File: src/rtl/fetch_pkg.sv
// rtl/fetch_pkg.sv - shared constants and jump-target helper for the IF stage
package fetch_pkg;

    localparam logic [5:0]  OPC_J     = 6'b000010;
    localparam logic [31:0] NOP_INSTR = 32'h0000_0000;

    // Target of an unconditional J sitting in ID. pc4 is the J's own PC+4.
    // word_align=0 keeps the program's byte-address encoding of the target field;
    // word_align=1 is the architectural MIPS word-index form.
    function automatic logic [31:0] jump_target(
        input logic [31:0] pc4,
        input logic [31:0] instr,
        input logic        word_align
    );
        if (word_align) begin
            return {pc4[31:28], instr[25:0], 2'b00};
        end
        return {pc4[31:26], instr[25:0]};
    endfunction

endpackage

File: src/rtl/fetch_stage_if.sv
// rtl/fetch_stage_if.sv - instruction-memory and IF/ID bus of the fetch stage
// Signals:
//   PC               fetch address to Instruction_Memory
//   Instruction_Code combinational instruction word for PC
//   IF_ID_Instr      latched instruction for ID
//   IF_ID_PC4        latched fetch PC + 4
//   IF_ID_Valid      1 = IF/ID holds a real instruction
//   jump_taken       J in ID is redirecting fetch this cycle
//   fetch_oob        registered out-of-range fetch flag
// master = fetch stage side, slave = memory/decode side.
interface fetch_stage_if;

    logic [31:0] PC;
    logic [31:0] Instruction_Code;
    logic [31:0] IF_ID_Instr;
    logic [31:0] IF_ID_PC4;
    logic        IF_ID_Valid;
    logic        jump_taken;
    logic        fetch_oob;

    modport master (
        output PC,
        input  Instruction_Code,
        output IF_ID_Instr,
        output IF_ID_PC4,
        output IF_ID_Valid,
        output jump_taken,
        output fetch_oob
    );

    modport slave (
        input  PC,
        output Instruction_Code,
        input  IF_ID_Instr,
        input  IF_ID_PC4,
        input  IF_ID_Valid,
        input  jump_taken,
        input  fetch_oob
    );

endinterface

File: src/rtl/if_id_reg.sv
// rtl/if_id_reg.sv - IF/ID pipeline register with hold and bubble controls
// Ports:
//   clk, reset        clock, synchronous active-high reset
//   hold              keep current contents (highest priority after reset)
//   flush             load a bubble (NOP, PC4=0, valid=0)
//   instr_in, pc4_in  values captured on a normal edge (valid becomes 1)
//   instr, pc4, valid registered outputs
module if_id_reg
    import fetch_pkg::*;
(
    input  logic        clk,
    input  logic        reset,
    input  logic        hold,
    input  logic        flush,
    input  logic [31:0] instr_in,
    input  logic [31:0] pc4_in,
    output logic [31:0] instr,
    output logic [31:0] pc4,
    output logic        valid
);

    logic [31:0] instr_q, instr_d;
    logic [31:0] pc4_q, pc4_d;
    logic        valid_q, valid_d;

    always_comb begin
        instr_d = instr_q;
        pc4_d   = pc4_q;
        valid_d = valid_q;
        if (hold) begin
            instr_d = instr_q;
        end else if (flush) begin
            instr_d = NOP_INSTR;
            pc4_d   = 32'h0;
            valid_d = 1'b0;
        end else begin
            instr_d = instr_in;
            pc4_d   = pc4_in;
            valid_d = 1'b1;
        end
    end

    always_ff @(posedge clk) begin
        if (reset) begin
            instr_q <= NOP_INSTR;
            pc4_q   <= 32'h0;
            valid_q <= 1'b0;
        end else begin
            instr_q <= instr_d;
            pc4_q   <= pc4_d;
            valid_q <= valid_d;
        end
    end

    assign instr = instr_q;
    assign pc4   = pc4_q;
    assign valid = valid_q;

endmodule

File: src/rtl/fetch_stage.sv
// rtl/fetch_stage.sv - MIPS IF stage: PC register, next-PC mux, J resolution in ID
// Ports:
//   clk    rising-edge clock
//   reset  synchronous active-high reset
//   stall  hazard-unit stall: hold PC and IF/ID, defer any J in ID
//   bus    fetch_stage_if.master (PC/Instruction_Code to memory, IF/ID to decode)
// Optional: FETCH_BOUND_CHECK_EN enables the IMEM_BYTES fetch bound check and
// drives fetch_oob; otherwise fetch_oob is tied 0.
module fetch_stage
    import fetch_pkg::*;
#(
    parameter logic [31:0] RESET_PC        = 32'h0000_0000,
    parameter int          IMEM_BYTES      = 24,
    parameter int          JUMP_WORD_ALIGN = 0
) (
    input  logic          clk,
    input  logic          reset,
    input  logic          stall,
    fetch_stage_if.master bus
);

    if (IMEM_BYTES < 4) begin : g_bad_imem_bytes
        $error("fetch_stage: IMEM_BYTES must hold at least one instruction");
    end

    logic [31:0] pc_q, pc_d;
    logic [31:0] pc_plus4;
    logic [31:0] target;
    logic [31:0] id_instr;
    logic [31:0] id_pc4;
    logic        id_valid;
    logic        jump_in_id;
    logic        jump_taken;
    logic        ifid_flush;

    assign pc_plus4   = pc_q + 32'd4;
    assign jump_in_id = id_valid && (id_instr[31:26] == OPC_J);
    assign jump_taken = jump_in_id && !stall;
    assign target     = jump_target(id_pc4, id_instr, JUMP_WORD_ALIGN != 0);

`ifdef FETCH_BOUND_CHECK_EN
    localparam logic [32:0] IMEM_LIMIT = 33'(IMEM_BYTES);

    logic fetch_oob_q, fetch_oob_d;

    // 33-bit compare so an address near 2^32 cannot wrap into range.
    function automatic logic out_of_range(input logic [31:0] addr);
        return ({1'b0, addr} + 33'd3) >= IMEM_LIMIT;
    endfunction

    always_comb begin
        pc_d        = pc_q;
        fetch_oob_d = fetch_oob_q;
        ifid_flush  = 1'b0;
        if (stall) begin
            pc_d = pc_q;
        end else if (jump_taken) begin
            pc_d       = target;
            ifid_flush = 1'b1;
            if (!out_of_range(target)) begin
                fetch_oob_d = 1'b0;
            end
        end else if (out_of_range(pc_q)) begin
            // Park on the bad address and keep feeding bubbles until redirected.
            ifid_flush  = 1'b1;
            fetch_oob_d = 1'b1;
        end else begin
            pc_d = pc_plus4;
        end
    end

    always_ff @(posedge clk) begin
        if (reset) begin
            fetch_oob_q <= 1'b0;
        end else begin
            fetch_oob_q <= fetch_oob_d;
        end
    end

    assign bus.fetch_oob = fetch_oob_q;
`else
    always_comb begin
        pc_d       = pc_q;
        ifid_flush = 1'b0;
        if (stall) begin
            pc_d = pc_q;
        end else if (jump_taken) begin
            pc_d       = target;
            ifid_flush = 1'b1;
        end else begin
            pc_d = pc_plus4;
        end
    end

    assign bus.fetch_oob = 1'b0;
`endif

    always_ff @(posedge clk) begin
        if (reset) begin
            pc_q <= RESET_PC;
        end else begin
            pc_q <= pc_d;
        end
    end

    // A taken J flushes the wrong-path fetch currently at PC.
    if_id_reg u_if_id_reg (
        .clk      (clk),
        .reset    (reset),
        .hold     (stall),
        .flush    (ifid_flush),
        .instr_in (bus.Instruction_Code),
        .pc4_in   (pc_plus4),
        .instr    (id_instr),
        .pc4      (id_pc4),
        .valid    (id_valid)
    );

    assign bus.PC          = pc_q;
    assign bus.IF_ID_Instr = id_instr;
    assign bus.IF_ID_PC4   = id_pc4;
    assign bus.IF_ID_Valid = id_valid;
    assign bus.jump_taken  = jump_taken;

endmodule
File: src/flat_wrapper.sv
// flat-port wrapper written by rule: the top's interface ports become plain ports
module fetch_stage_flat import fetch_pkg::*;
#(
    parameter logic [31:0] RESET_PC        = 32'h0000_0000,
    parameter int          IMEM_BYTES      = 24,
    parameter int          JUMP_WORD_ALIGN = 0
)
  (clk, reset, stall, bus_PC, bus_Instruction_Code, bus_IF_ID_Instr, bus_IF_ID_PC4, bus_IF_ID_Valid, bus_jump_taken, bus_fetch_oob);
  fetch_stage_if bus_i ();
  input  logic clk;
  input  logic reset;
  input  logic stall;
  output wire logic [$bits(bus_i.PC)-1:0] bus_PC;
  input wire logic [$bits(bus_i.Instruction_Code)-1:0] bus_Instruction_Code;
  output wire logic [$bits(bus_i.IF_ID_Instr)-1:0] bus_IF_ID_Instr;
  output wire logic [$bits(bus_i.IF_ID_PC4)-1:0] bus_IF_ID_PC4;
  output wire logic [$bits(bus_i.IF_ID_Valid)-1:0] bus_IF_ID_Valid;
  output wire logic [$bits(bus_i.jump_taken)-1:0] bus_jump_taken;
  output wire logic [$bits(bus_i.fetch_oob)-1:0] bus_fetch_oob;
  assign bus_PC = bus_i.PC;
  assign bus_i.Instruction_Code = bus_Instruction_Code;
  assign bus_IF_ID_Instr = bus_i.IF_ID_Instr;
  assign bus_IF_ID_PC4 = bus_i.IF_ID_PC4;
  assign bus_IF_ID_Valid = bus_i.IF_ID_Valid;
  assign bus_jump_taken = bus_i.jump_taken;
  assign bus_fetch_oob = bus_i.fetch_oob;
  fetch_stage #(.RESET_PC(RESET_PC), .IMEM_BYTES(IMEM_BYTES), .JUMP_WORD_ALIGN(JUMP_WORD_ALIGN)) u_core (.clk(clk), .reset(reset), .stall(stall), .bus(bus_i));
endmodule
File: config.mk
export PLATFORM = sky130hd
export DESIGN_NAME = fetch_stage_flat
export DESIGN_NICKNAME = d
export VERILOG_FILES = /design/src/rtl/fetch_pkg.sv /design/src/rtl/fetch_stage_if.sv /design/src/rtl/if_id_reg.sv /design/src/rtl/fetch_stage.sv /design/src/flat_wrapper.sv
export SDC_FILE = /design/constraint.sdc
export NUM_CORES = 1
export LEC_CHECK = 0
export BUFFER_PORTS_ARGS = -buffer_cell sky130_fd_sc_hd__buf_2
export CORE_ASPECT_RATIO = 0.5
export CORE_MARGIN = 5
export CORE_UTILIZATION = 45
export DETAILED_ROUTE_END_ITERATION = 12
export PLACE_DENSITY = 0.74
export SLEW_MARGIN = 10
export SYNTH_ARGS = -nofsm -noshare
export SYNTH_HDL_FRONTEND = slang
export SYNTH_SLANG_ARGS = --single-unit
export TNS_END_PERCENT = 100
File: constraint.sdc
create_clock -name clk -period 2.5 [get_ports clk]
set_input_delay 0.375 -clock clk [delete_from_list [all_inputs] [get_ports clk]]
set_output_delay 0.375 -clock clk [all_outputs]
set_load 0.03 [all_outputs]
==> metrics.md <==
| Metric | Value |
|---|---|
| Status | completed |
| Syn nets | 629 |
| Sw power | 895.7 uW |
| Boundary Pins | 134 |
| Post-DRT Antenna Nets | 0 |
| Hpwl dp | roughly 10000 um |
| CTS sink count | 97 |
| WL met3 | 944 um |
| First drt pass iteration count | 5 |
| R2R depth | 4 |
| Final core utilization | 0.5735 |
| P_int | 2.578 mW |
| Final Skew | 5.644 ps |
| Top Layer Used | met4 |
| Worst-Margin Slew | 748.7 ps |
| CTS tree | built |
| Part of the power in the clock network | 0.428 |
| Comb power frac | 0.105 |
| Wire length on met2 | roughly 6500 um |
| Post-Syn Area | just under 5000 um2 |
| RR Startpoint | u_core.bus.PC[5] |
| RSZ-0062 raised after global routing | false |
| Drt total wl | 14580 um |
| Count leader, synth | dfxtp_1 |
| Final GP Congestion | 0.8802 |
| PortBufs | 132 |
| Wl on met1 | about 6900 um |
| Sequential area share after synthesis | 0.4010 |
| Synth area leader | dfxtp_1 |
| Initial antenna violation count | 0 |
| Synth Flop Type | dfxtp_1 |
| CP Launch Type | flip-flop |
| Nets | 736 |
| Final Hold Vio Count | 0 |
| DIE AREA | 13060 um2 |
| Hold Path Stages | 3 |
| Avg Vias per Cell | 5.772 |
| Worst setup startpoint | u_core.u_if_id_reg.instr[28] |
| Max cap viols | 0 |
| Slowest library cell on the worst path | or4b_1 |
| Starting Density | 0.4681 |
| Height of the chip | 83.35 um |
| Number of antenna diodes | 0 |
| Flops & latches, synth | 97 |
| Worst Hold Slack | 291.4 ps |
| Crit-path max FO | 4 |
| CTS root buffer | clkbuf_16 |
| Vias in the first global route | roughly 4500 |
| Core box area | about 10000 um2 |
| Worst Setup End Kind | output port |
| DRC | 0 |
| CTS max path bufs | 2 |
| Hold WC Path Type | input port to flip-flop |
| Reg-to-Reg End | u_core.bus.PC[29] |
| Required @ worst endpoint | about 2100 ps |
| Setup TNS | 0 ps |
| Largest cells by area after synthesis | dfxtp_1 40%, nand2_1 7.4%, a21oi_1 5.9% |
| Slack of the worst reg-to-reg path | between 300 and 400 ps |
| Final Max Slew Viols | 0 |
| Hold buffers post-CTS | 0 |
| Yosys top cell area share | 0.4010 |
| Yosys warns | 0 |
| Setup violations, final | 0 |
| Fraction of registers with async set or reset after synthesis | 0 |
| Multi-input logic area | 2650 um2 |
| Vias | 4877 |
| Switching share of power | 0.2578 |
| DR WL/cell | 17.26 um |
| Die Wd | roughly 160 um |
| WS Path Type | flip-flop to output port |
| Library cells used by synthesis | 55 |
| Cell class contributing the biggest share of worst-path delay | simple AND/OR/NAND/NOR gates |
| Top post-synthesis cells by count | 97 x dfxtp_1, 95 x nand2_1, 57 x a21oi_1 |
| Insertion delay to the later sink of the worst-skew pair | around 350 ps |
| Fin crit share | 0.9079 |
| Setup ws final | 230.3 ps |
| GRT Overall Usage | 0.2212 |
| Pin count of the biggest net entering global routing | 74 |
| CP Buf/Inv Count | 1 |
| Crit-path cells | or4b_1, nor3_1, buf_2 |
| Slew headroom | 0.4987 |
| Setup fix buffers added after clock tree synthesis | 0 |
| Storage cell area | slightly below 2000 um2 |
| F_max | 440.6 MHz |
| Power Total | between 3 and 4 mW |
| CTS resizes | 0 |
| Overflow after GRT | 0 |
| H-Tree Depth | 3 |
| Row count | 26 |
| Ratio of cells with drive above 1 in the final layout | 0.2709 |
| Clock transition at path regs | around 70 ps |
| Syn_area_per_cell | 8.166 um2 |
| Tmin final | approximately 2300 ps |
| WHS Endpoint | u_core.u_if_id_reg.instr[20] |
| Pre-CTS setup slack | ~370 ps |
| First-pass GRT wire length | 23670 um |
| CP arrival | roughly 1900 ps |
| CTS Buf Count | 9 |
| VDD IR max | 0.3509 mV |
| Pwr/cell area | 585.5 nW/um2 |
| EDFF count, synth | 0 |
| DR iter-0 viols | 389 |
| # fillers | about 1000 |
| P&R area growth vs syn | 22.53% |
| Hold path startpoint | bus_Instruction_Code[20] |
| Mapped Cells | around 590 |
| Lkg Pwr | 2.299 nW |
| Critical Path Max Stage Delay | just over 600 ps |
| Reg power frac | 0.467 |
how the worst max path moves through the flow:
stage | end | slack, ps | cells past startpoint
after global placement | u_core.bus.PC[29] | 430 | 4
after global routing | bus_jump_taken | 110 | 3
after detailed placement | u_core.bus.PC[29] | 370 | 4
after floorplan | u_core.bus.PC[31] | 120 | 4
final | bus_jump_taken | 230 | 3
after CTS | bus_jump_taken | 220 | 3
layout make-up:
type	instances	share of cell area
Clock inverter	7	0.01582
Tap cell	140	0.02952
Inverter	7	0.004429
Timing Repair Buffer	153	0.1383
Sequential cell	97	0.3273
Multi-Input combinational cell	432	0.4466
Clock buffer	9	0.03796
sequential cells by signal, indices dropped and copies added, names as in the netlist:
signal and cells:
u_core.bus.PC 32, u_core.u_if_id_reg.valid 1, u_core.u_if_id_reg.pc4 32, u_core.u_if_id_reg.instr 32
tightest hold or removal path: stages:
cell and delay (ps):
buf_2 90, nand3b_1 60, a21oi_1 60
power by group through the flow:
stage	clock [mW]	sequential (mW)	combinational, mW
2_1_floorplan	0	1.72	0.164
3_3_place_gp	0	1.66	0.358
3_5_place_dp	0	1.66	0.360
4_1_cts	1.51	1.62	0.363
5_1_grt	1.58	1.63	0.392
6_report	1.49	1.62	0.364
metal layers:
layer,global-route usage,up-vias
met2,0.3371,145
li1,-,2394
met1,0.3102,2315
met3,0.05919,23
met4,0.05433,0
met5,0,-
placed cells by master (no fill, tap or decap), types with 7 or more instances in the layout:
master / n
xnor2_1: 11
nand2_1: 94
a21oi_1: 57
inv_1: 7
a32oi_1: 10
buf_4: 22
nor3_1: 13
nor2_1: 15
or4_1: 14
nand3_1: 31
o211ai_1: 17
nand3b_1: 38
o21ai_0: 9
nor2b_1: 8
nor3b_1: 10
dfxtp_1: 97
nand4_1: 7
clkbuf_16: 9
buf_2: 131
cells by family after synthesis:
family | after synthesis | synth area share
mux | 1 | 0.002067
buf+inv | 64 | 0.05555
fa+ha+maj | 1 | 0.002584
xor+xnor | 11 | 0.01990
flops | 97 | 0.4010
other cells | 1 | 0.0007745
compound gates | 148 | 0.2077
simple gates | 270 | 0.3103
metrics by stage:
stage,cells,cell area (um2)
CTS,845,5933
finish,845,5933
global route,845,5933
detailed placement,829,5614
global placement,829,5614
floorplan,593,4842
Note: power is estimated with default switching activity, not from simulation.
